--- config.mk ---
export PLATFORM = sky130hd
export DESIGN_NAME = z80_io_arbiter
export DESIGN_NICKNAME = d
export VERILOG_FILES = /design/src/rtl/z80_io_arbiter.sv
export SDC_FILE = /design/constraint.sdc
export NUM_CORES = 1
export LEC_CHECK = 0
export ABC_CLOCK_PERIOD_IN_PS = 3900
export BUFFER_PORTS_ARGS = -buffer_cell sky130_fd_sc_hd__buf_2
export CAP_MARGIN = 20
export CORE_MARGIN = 2
export CORE_UTILIZATION = 51
export CTS_BUF_LIST = sky130_fd_sc_hd__clkbuf_4 sky130_fd_sc_hd__clkbuf_8 sky130_fd_sc_hd__clkbuf_16
export DETAILED_ROUTE_END_ITERATION = 10
export PLACE_DENSITY = 0.83
export SYNTH_ARGS = -nofsm -noshare
export SYNTH_HDL_FRONTEND = slang
export SYNTH_SLANG_ARGS = --single-unit
--- constraint.sdc ---
create_clock -name clk -period 3.9 [get_ports clk]
set_input_delay 0.39 -clock clk [delete_from_list [all_inputs] [get_ports clk]]
set_output_delay 0.39 -clock clk [all_outputs]
set_load 0.05 [all_outputs]
--- src/rtl/z80_io_arbiter.sv ---
// Z80-style I/O bus cycle sequencer with round-robin arbitration between
// the CPU I/O path (requester 0) and the debug/DMA port (requester 1).
// Bus pins are decoded only from registered state and latched request.
module z80_io_arbiter #(
  parameter int NUM_WAIT = 1,
  parameter int TIMEOUT  = 255
) (
  input  logic        clk,
  input  logic        reset,
  input  logic [1:0]  req,
  input  logic [1:0]  we,
  input  logic [15:0] addr0,
  input  logic [15:0] addr1,
  input  logic [7:0]  wdata0,
  input  logic [7:0]  wdata1,
  output logic [1:0]  gnt,
  output logic [1:0]  done,
  output logic        err,
  output logic [7:0]  rdata,
  output logic [15:0] addr_out,
  output logic        addr_oe,
  output logic [7:0]  data_out,
  output logic        data_oe,
  input  logic [7:0]  data_in,
  output logic        IORQ_L,
  output logic        RD_L,
  output logic        WR_L,
  input  logic        WAIT_L
);

  localparam logic [3:0] NW    = 4'(NUM_WAIT);
  localparam logic [9:0] TO_M1 = 10'(TIMEOUT - 1);

  typedef enum logic [2:0] {S_IDLE, S_T1, S_T2, S_TW, S_T3} state_t;

  state_t      state, state_nxt;
  logic        last;
  logic        owner;
  logic        winner;
  logic        we_lat;
  logic [15:0] addr_lat;
  logic [7:0]  wdata_lat;
  logic [3:0]  wcnt;     // TW cycles completed, saturates at NUM_WAIT
  logic [9:0]  tcnt;     // TW cycles spent past the mandatory count with WAIT_L low
  logic        aborted;
  logic        mand_done;
  logic        extra;
  logic        tw_done;
  logic        tw_abort;
  logic        active;
  logic        strobe;

  // The current TW cycle completes the mandatory count once wcnt >= NUM_WAIT-1;
  // a cycle is an "extra" (timeout-counted) one only when wcnt already reached it.
  assign mand_done = (wcnt >= (NW - 4'd1));
  assign extra     = (wcnt >= NW);
  assign tw_done   = mand_done && WAIT_L;
  assign tw_abort  = extra && !WAIT_L && (tcnt == TO_M1);

  // State register
  always_ff @(posedge clk) begin
    if (reset) state <= S_IDLE;
    else       state <= state_nxt;
  end

  // Next-state logic and round-robin winner selection
  always_comb begin
    state_nxt = state;
    winner    = (req == 2'b11) ? ~last : req[1];
    case (state)
      S_IDLE:  if (|req) state_nxt = S_T1;
      S_T1:    state_nxt = S_T2;
      S_T2:    state_nxt = S_TW;
      S_TW:    if (tw_done || tw_abort) state_nxt = S_T3;
      S_T3:    state_nxt = S_IDLE;
      default: state_nxt = S_IDLE;
    endcase
  end

  // Request latch, wait/timeout counters and read-data capture
  always_ff @(posedge clk) begin
    if (reset) begin
      last      <= 1'b1;
      owner     <= 1'b0;
      we_lat    <= 1'b0;
      addr_lat  <= 16'h0000;
      wdata_lat <= 8'h00;
      wcnt      <= 4'd0;
      tcnt      <= 10'd0;
      aborted   <= 1'b0;
      rdata     <= 8'h00;
    end else begin
      case (state)
        S_IDLE: begin
          if (|req) begin
            owner     <= winner;
            last      <= winner;
            we_lat    <= we[winner];
            addr_lat  <= winner ? addr1 : addr0;
            wdata_lat <= winner ? wdata1 : wdata0;
            wcnt      <= 4'd0;
            tcnt      <= 10'd0;
            aborted   <= 1'b0;
          end
        end
        S_TW: begin
          if (wcnt < NW) wcnt <= wcnt + 4'd1;
          if (extra && !WAIT_L) tcnt <= tcnt + 10'd1;
          if (tw_done || tw_abort) begin
            aborted <= tw_abort;
            if (!we_lat) rdata <= tw_abort ? 8'hFF : data_in;
          end
        end
        default: ;
      endcase
    end
  end

  assign active   = (state != S_IDLE);
  assign strobe   = (state == S_T2) || (state == S_TW);
  assign gnt      = active ? {owner, ~owner} : 2'b00;
  assign done     = (state == S_T3) ? {owner, ~owner} : 2'b00;
  assign err      = (state == S_T3) && aborted;
  assign addr_oe  = active;
  assign data_oe  = active && we_lat;
  assign addr_out = addr_lat;
  assign data_out = wdata_lat;
  assign IORQ_L   = ~strobe;
  assign RD_L     = ~(strobe && !we_lat);
  assign WR_L     = ~(strobe && we_lat);

endmodule
# --- After elaboration in Yosys (flattened, before gate mapping) ---
# Index checks and enable logic that the tools add are counted.
totals:
  regBits: 53
  input_bits: 63
  out_inout_bits: 42
  wordCells: 73
op_classes:
  addsub: 2
  magnitude_cmp: 4
  n_eq_ne: 10
  n_mux: 20
  bitwise_logic: 6
  n_reduce_logical: 21
op_table:
  columns: ["operator", "count"]
  rows:
  - ["10-bit 2-to-1 mux", 2]
  - ["10-bit case mux with 2 select lines", 1]
  - ["16-bit 2-to-1 mux", 1]
  - ["8-bit 2-to-1 mux", 2]
  - ["3-bit case mux with 4 select lines", 1]
  - ["3-bit AND reduction", 4]
  - ["10-bit by 1-bit adder with 10-bit output (second input constant)", 1]
  - ["10-bit by 8-bit == test with 1-bit output (second input constant)", 1]
  - ["4-bit by 1-bit >= comparator with 1-bit output (second input constant)", 2]
  - ["4-bit 2-to-1 mux", 2]
  - ["2-bit inequality test (second input constant)", 4]
  - ["4-bit case mux with 2 select lines", 1]
  - ["1-bit logical AND", 7]
  - ["3-bit by 2-bit == test with 1-bit output (second input constant)", 2]
  - ["3-bit 2-to-1 mux", 2]
  - ["1-bit NOT", 6]
  - ["1-bit 2-to-1 mux", 5]
  - ["4-bit by 1-bit adder with 4-bit output (second input constant)", 1]
  - ["4-bit by 1-bit less-than comparator with 1-bit output (second input constant)", 1]
  - ["2-bit 2-to-1 mux", 2]
  - ["2-bit AND reduction", 2]
  - ["3-bit by 1-bit == test with 1-bit output (second input constant)", 1]
  - ["3-bit == test (second input constant)", 1]
  - ["3-bit logical NOT", 1]
  - ["other kinds (8)", 10]

# --- Longest topological paths before layout ---
depth:
  word_depth: 6
  ltp_mapped: 8

# --- Worst setup path after synthesis ---
# Ideal clock, no wire load.
synth_path:
  kind: "flip-flop to output port"
  start: "register state[1]"
  end: "output port data_oe"
  arrival_ns: 1.373
  required_time_ns: 3.510
  setup_slack_ns: 2.137
  path_stages_with_launch: 5
  path_cell_list: "dfxtp_1 -> buf_2 -> nor3_2 -> buf_2 -> nor2b_1"
synth_via:
  elab_chain_cells: 2
synth_rtl:
  columns: ["item", "line", "source"]
  rows:
  - ["from (decl)", "36", "state_t state, state_nxt;"]
  - ["from (signal assigned)", "63", "else state <= state_nxt;"]
  - ["3-bit nonzero test", "119", "assign active = (state != S_IDLE);"]
  - ["1-bit logical AND", "125", "assign data_oe = active && we_lat;"]
  - ["to (decl)", "23", "output logic data_oe,"]
# No other way between the ends.

# --- Worst setup path after layout ---
layout_path:
  start: "register state[2]"
  end: "register tcnt[6]"
layout_via:
  elab_chain_cells: 3
  elab_cells_between_ends: 7
  cone_classes: "eq/ne: 3; mux: 1; reduce/logical: 3"
layout_rtl:
  columns: ["item", "line", "source"]
  rows:
  - ["3-bit by 2-bit == test with 1-bit output or 3-bit logical NOT (tied branches)", "93", "case (state)"]
  - ["2-bit inequality test (no line) or 2-bit nonzero test (tied branches)", null, null]
  - ["3-bit AND reduction (no line)", null, null]
  - ["to (signal assigned)", "108", "if (extra && !WAIT_L) tcnt <= tcnt + 10'd1;"]
  - ["to (decl)", "44", "logic [9:0] tcnt;"]
# Parallel ways exist; a longest one is shown, timed or not.
# A chain may end at the register's enable or synchronous reset.

==> impl_results.md <==
- Crit-path leading delay family: simple AND/OR/NAND/NOR gates
- Vias per Instance: roughly 5.3
- Register area share after synthesis: 0.423
- FFs w/ async S/R, synth: 0
- CTS Sinks: 53
- Flops & latches, synth: 53
- Crit path depth: 4
- Mapped Cells: about 270
- Worst setup SP type: register
- Total core area: between 4000 and 5000 µm²
- Outcome: finished, final reports clean
- Root Driver: clkbuf_8
- Antenna Nets Post-Route: 0
- Overall Global Routing Usage: 0.214
- Adder-Cell Fraction of Synth Area: 0.0250
- Worst Setup End Kind: register
- Compound-Gate Fraction of Synth Area: 0.197
- Number of global-route vias before repair: 2081
- CTS Buf Count: 5
- DRT Pass-1 Iters: 4
- Worst Setup Path Type: register to register
- Mux cell area share after synthesis: 0.108
- Met2 Use GR: 0.362
- Final setup viols: 0
- Number of diodes: 0
- Unique masters post-synth: between 40 and 50
- Dpl hpwl: between 4000 and 5000 µm
- Floorplan row count: 25
- DIE AREA: ~5500 µm²
- WP data arrival: between 2 and 3 ns
- Yosys top cell by area: dfxtp_1
- RSZ-0062 raised after global routing: false
- Met1 Track Usage GR: 0.245
- Sum of negative setup slack: 0 ns
- Pin count of the biggest net entering global routing: between 50 and 60
- Yosys top cell area share: 0.423
- Clock transition at path regs: roughly 0.1 ns
- Dominant synthesized flop cell: dfxtp_1
- Simple-Gate Fraction of Synth Area: 0.188
- Max incr delay on CP: about 0.83 ns
- Synth warn: 0
- CTS H-tree depth: 2
- Commonest non-fill, non-tap cells in the layout: buf_2, dfxtp_1, nor2_1, mux2i_1, a211oi_1
- Power Density: roughly 430 nW/µm²
- Drt drc: 0
- Post-Route WL: between 5000 and 6000 µm
- Hold buffers post-CTS: 0
- Syn Area/Cell: around 9.4 µm²
- Post-Syn Nets: ~330
- Worst Skew: about 0.008 ns
- CP Cell Sequence: nor3_2, and2_2, o2111ai_1, mux2i_1
- Chip Width: ~74 µm
- Post-synth EDFFs: 0
- Area of the multi-input gates: 1330 µm²
- Pleak: ~1.4 nW
- Final Hold Fails: 0
- FILL cells: about 380
- Global route total overflow: 0
- Req. time, crit path: around 4 ns
- Worst VDD drop: 0.000367 V
- Commonest non-fill, non-tap cell in the layout: buf_2
- Antenna violations before repair: 0
- Met3 GRT Util: 0.0732
- Reg2reg setup slack: about 1.6 ns
- WP buf/inv: 0
- CTS tree: yes
- Final net count: approximately 430
- Buffer depth of the longest clock path: 2
- Layer with the highest usage: met2
- Post-CTS Repair Setup Buffers: 0
- Main combinational cell family by area after synthesis: compound AO/OA/AOI/OAI gates
- Top post-synthesis cells by area: dfxtp_1, mux2i_1, a211oi_1, nor2_1, o221a_1
- Worst slew margin: 0.283
- Actual slew at the worst max-slew pin: about 1.1 ns
- Hold Path Cell Cnt: 2
- Max Slew Vio Count: 0
- Via count: between 2000 and 2500
- Number of cells on the worst reg-to-reg path: 4
- First-pass GRT wire length: approximately 9000 µm
- Xor-xnor portion of the synthesized cell area: 0.00699
- Share of cells above drive strength 1: 0.343
- Initial Util: 0.531
- Count of cells resized by post-cts repair: 0
- Later-pin clock latency in the skew report: 0.32 ns
- GP Congestion: between 0.8 and 0.9
- Fmax: 430 MHz
- Tmin final: 2.33 ns
- Finished Core Util: 0.659
- Drt initial violations: 60
- Ports: between 100 and 150
- Mapped cell area: 2510 µm²
- Vert. Die Dim: about 74 µm
- Slowest cell on the critical path: and2_2
- Tcrit/Tclk final: 0.596
- Area growth syn-to-layout: 24.2%
- Drt wl/cell: ~13 µm
- Hold/Removal Path Class: input port to register
- Crit-path max FO: 53
- Port Buffers: about 100
- Storage cell area: ~1100 µm²
- Max Cap Viol: 0
==> layer usage <==
metal	up-vias	routed length, µm
met5	-	0
met4	0	123
met3	11	369
met2	80	2680
met1	1013	2510
li1	1158	-
==> cell type report <==
type | instances | area share
clock buffer | 5 | 0.0221
clock inverter | 3 | 0.00804
inverter | 7 | 0.00844
multi-input combinational | 187 | 0.426
sequential | 53 | 0.341
tap | 67 | 0.0269
timing repair buffer | 104 | 0.167
==> stage by stage <==
step	hold slack, ns	instances	setup slack, ns	instance area [µm²]	total power [mW]
6_report	0.343	426	1.57	3110	1.33
5_1_grt	0.337	426	1.35	3110	1.39
4_1_cts	0.340	426	1.56	3110	1.34
3_5_place_dp	0.462	418	1.59	3020	1.02
3_3_place_gp	0.456	418	1.71	3020	1.01
2_1_floorplan	0.445	266	2.14	2510	0.930
==> worst paths after layout <==
kind                            startpoint        to
worst min-delay path            data_in[1]  rdata[1]
worst min register to register     tcnt[7]   tcnt[7]
worst max register to register    state[2]   tcnt[6]
worst max-delay path              state[2]   tcnt[6]
==> worst register-to-register path, delay by kind of cell (launching register included) <==
family           cells  cell delay (ns)
AND/OR/NAND/NOR      2             1.36
AO/OA/AOI/OAI        1             0.29
multiplexers         1             0.17
flip-flops           1             0.41
==> power by group <==
group	switching [mW]	internal, mW	leakage [nW]	total (mW)
registers	0.0313	0.584	0.434	0.616
logic	0.282	0.113	0.905	0.394
clock network	0.192	0.131	0.0452	0.323
==> synth_stat cells (all sizes together) (4+ instances only) <==
cell / number
a211oi: 26
a21oi: 15
and2: 4
and3: 6
buf: 13
clkbuf: 6
dfxtp: 53
ha: 5
inv: 7
mux2i: 27
nand2: 12
nand2b: 4
nand3: 5
nor2: 36
nor3: 5
o21ai: 4
o221a: 8
==> flip-flops by register name, indices dropped and copies added, names as in the netlist <==
name and count:
aborted 1, addr_out 16, data_out 8, last 1
owner 1, rdata 8, state 3, tcnt 10
wcnt 4, we_lat 1
==> cells by family after synthesis <==
logic type | count (synthesis)
AOI/OAI and AO/OA | 63
xor gates and xnor gates | 2
adders and majority gates | 5
buffers and inverters | 26
DFF | 53
muxes | 27
and+or+nand+nor | 90
Power figures use the tool's default switching activity.
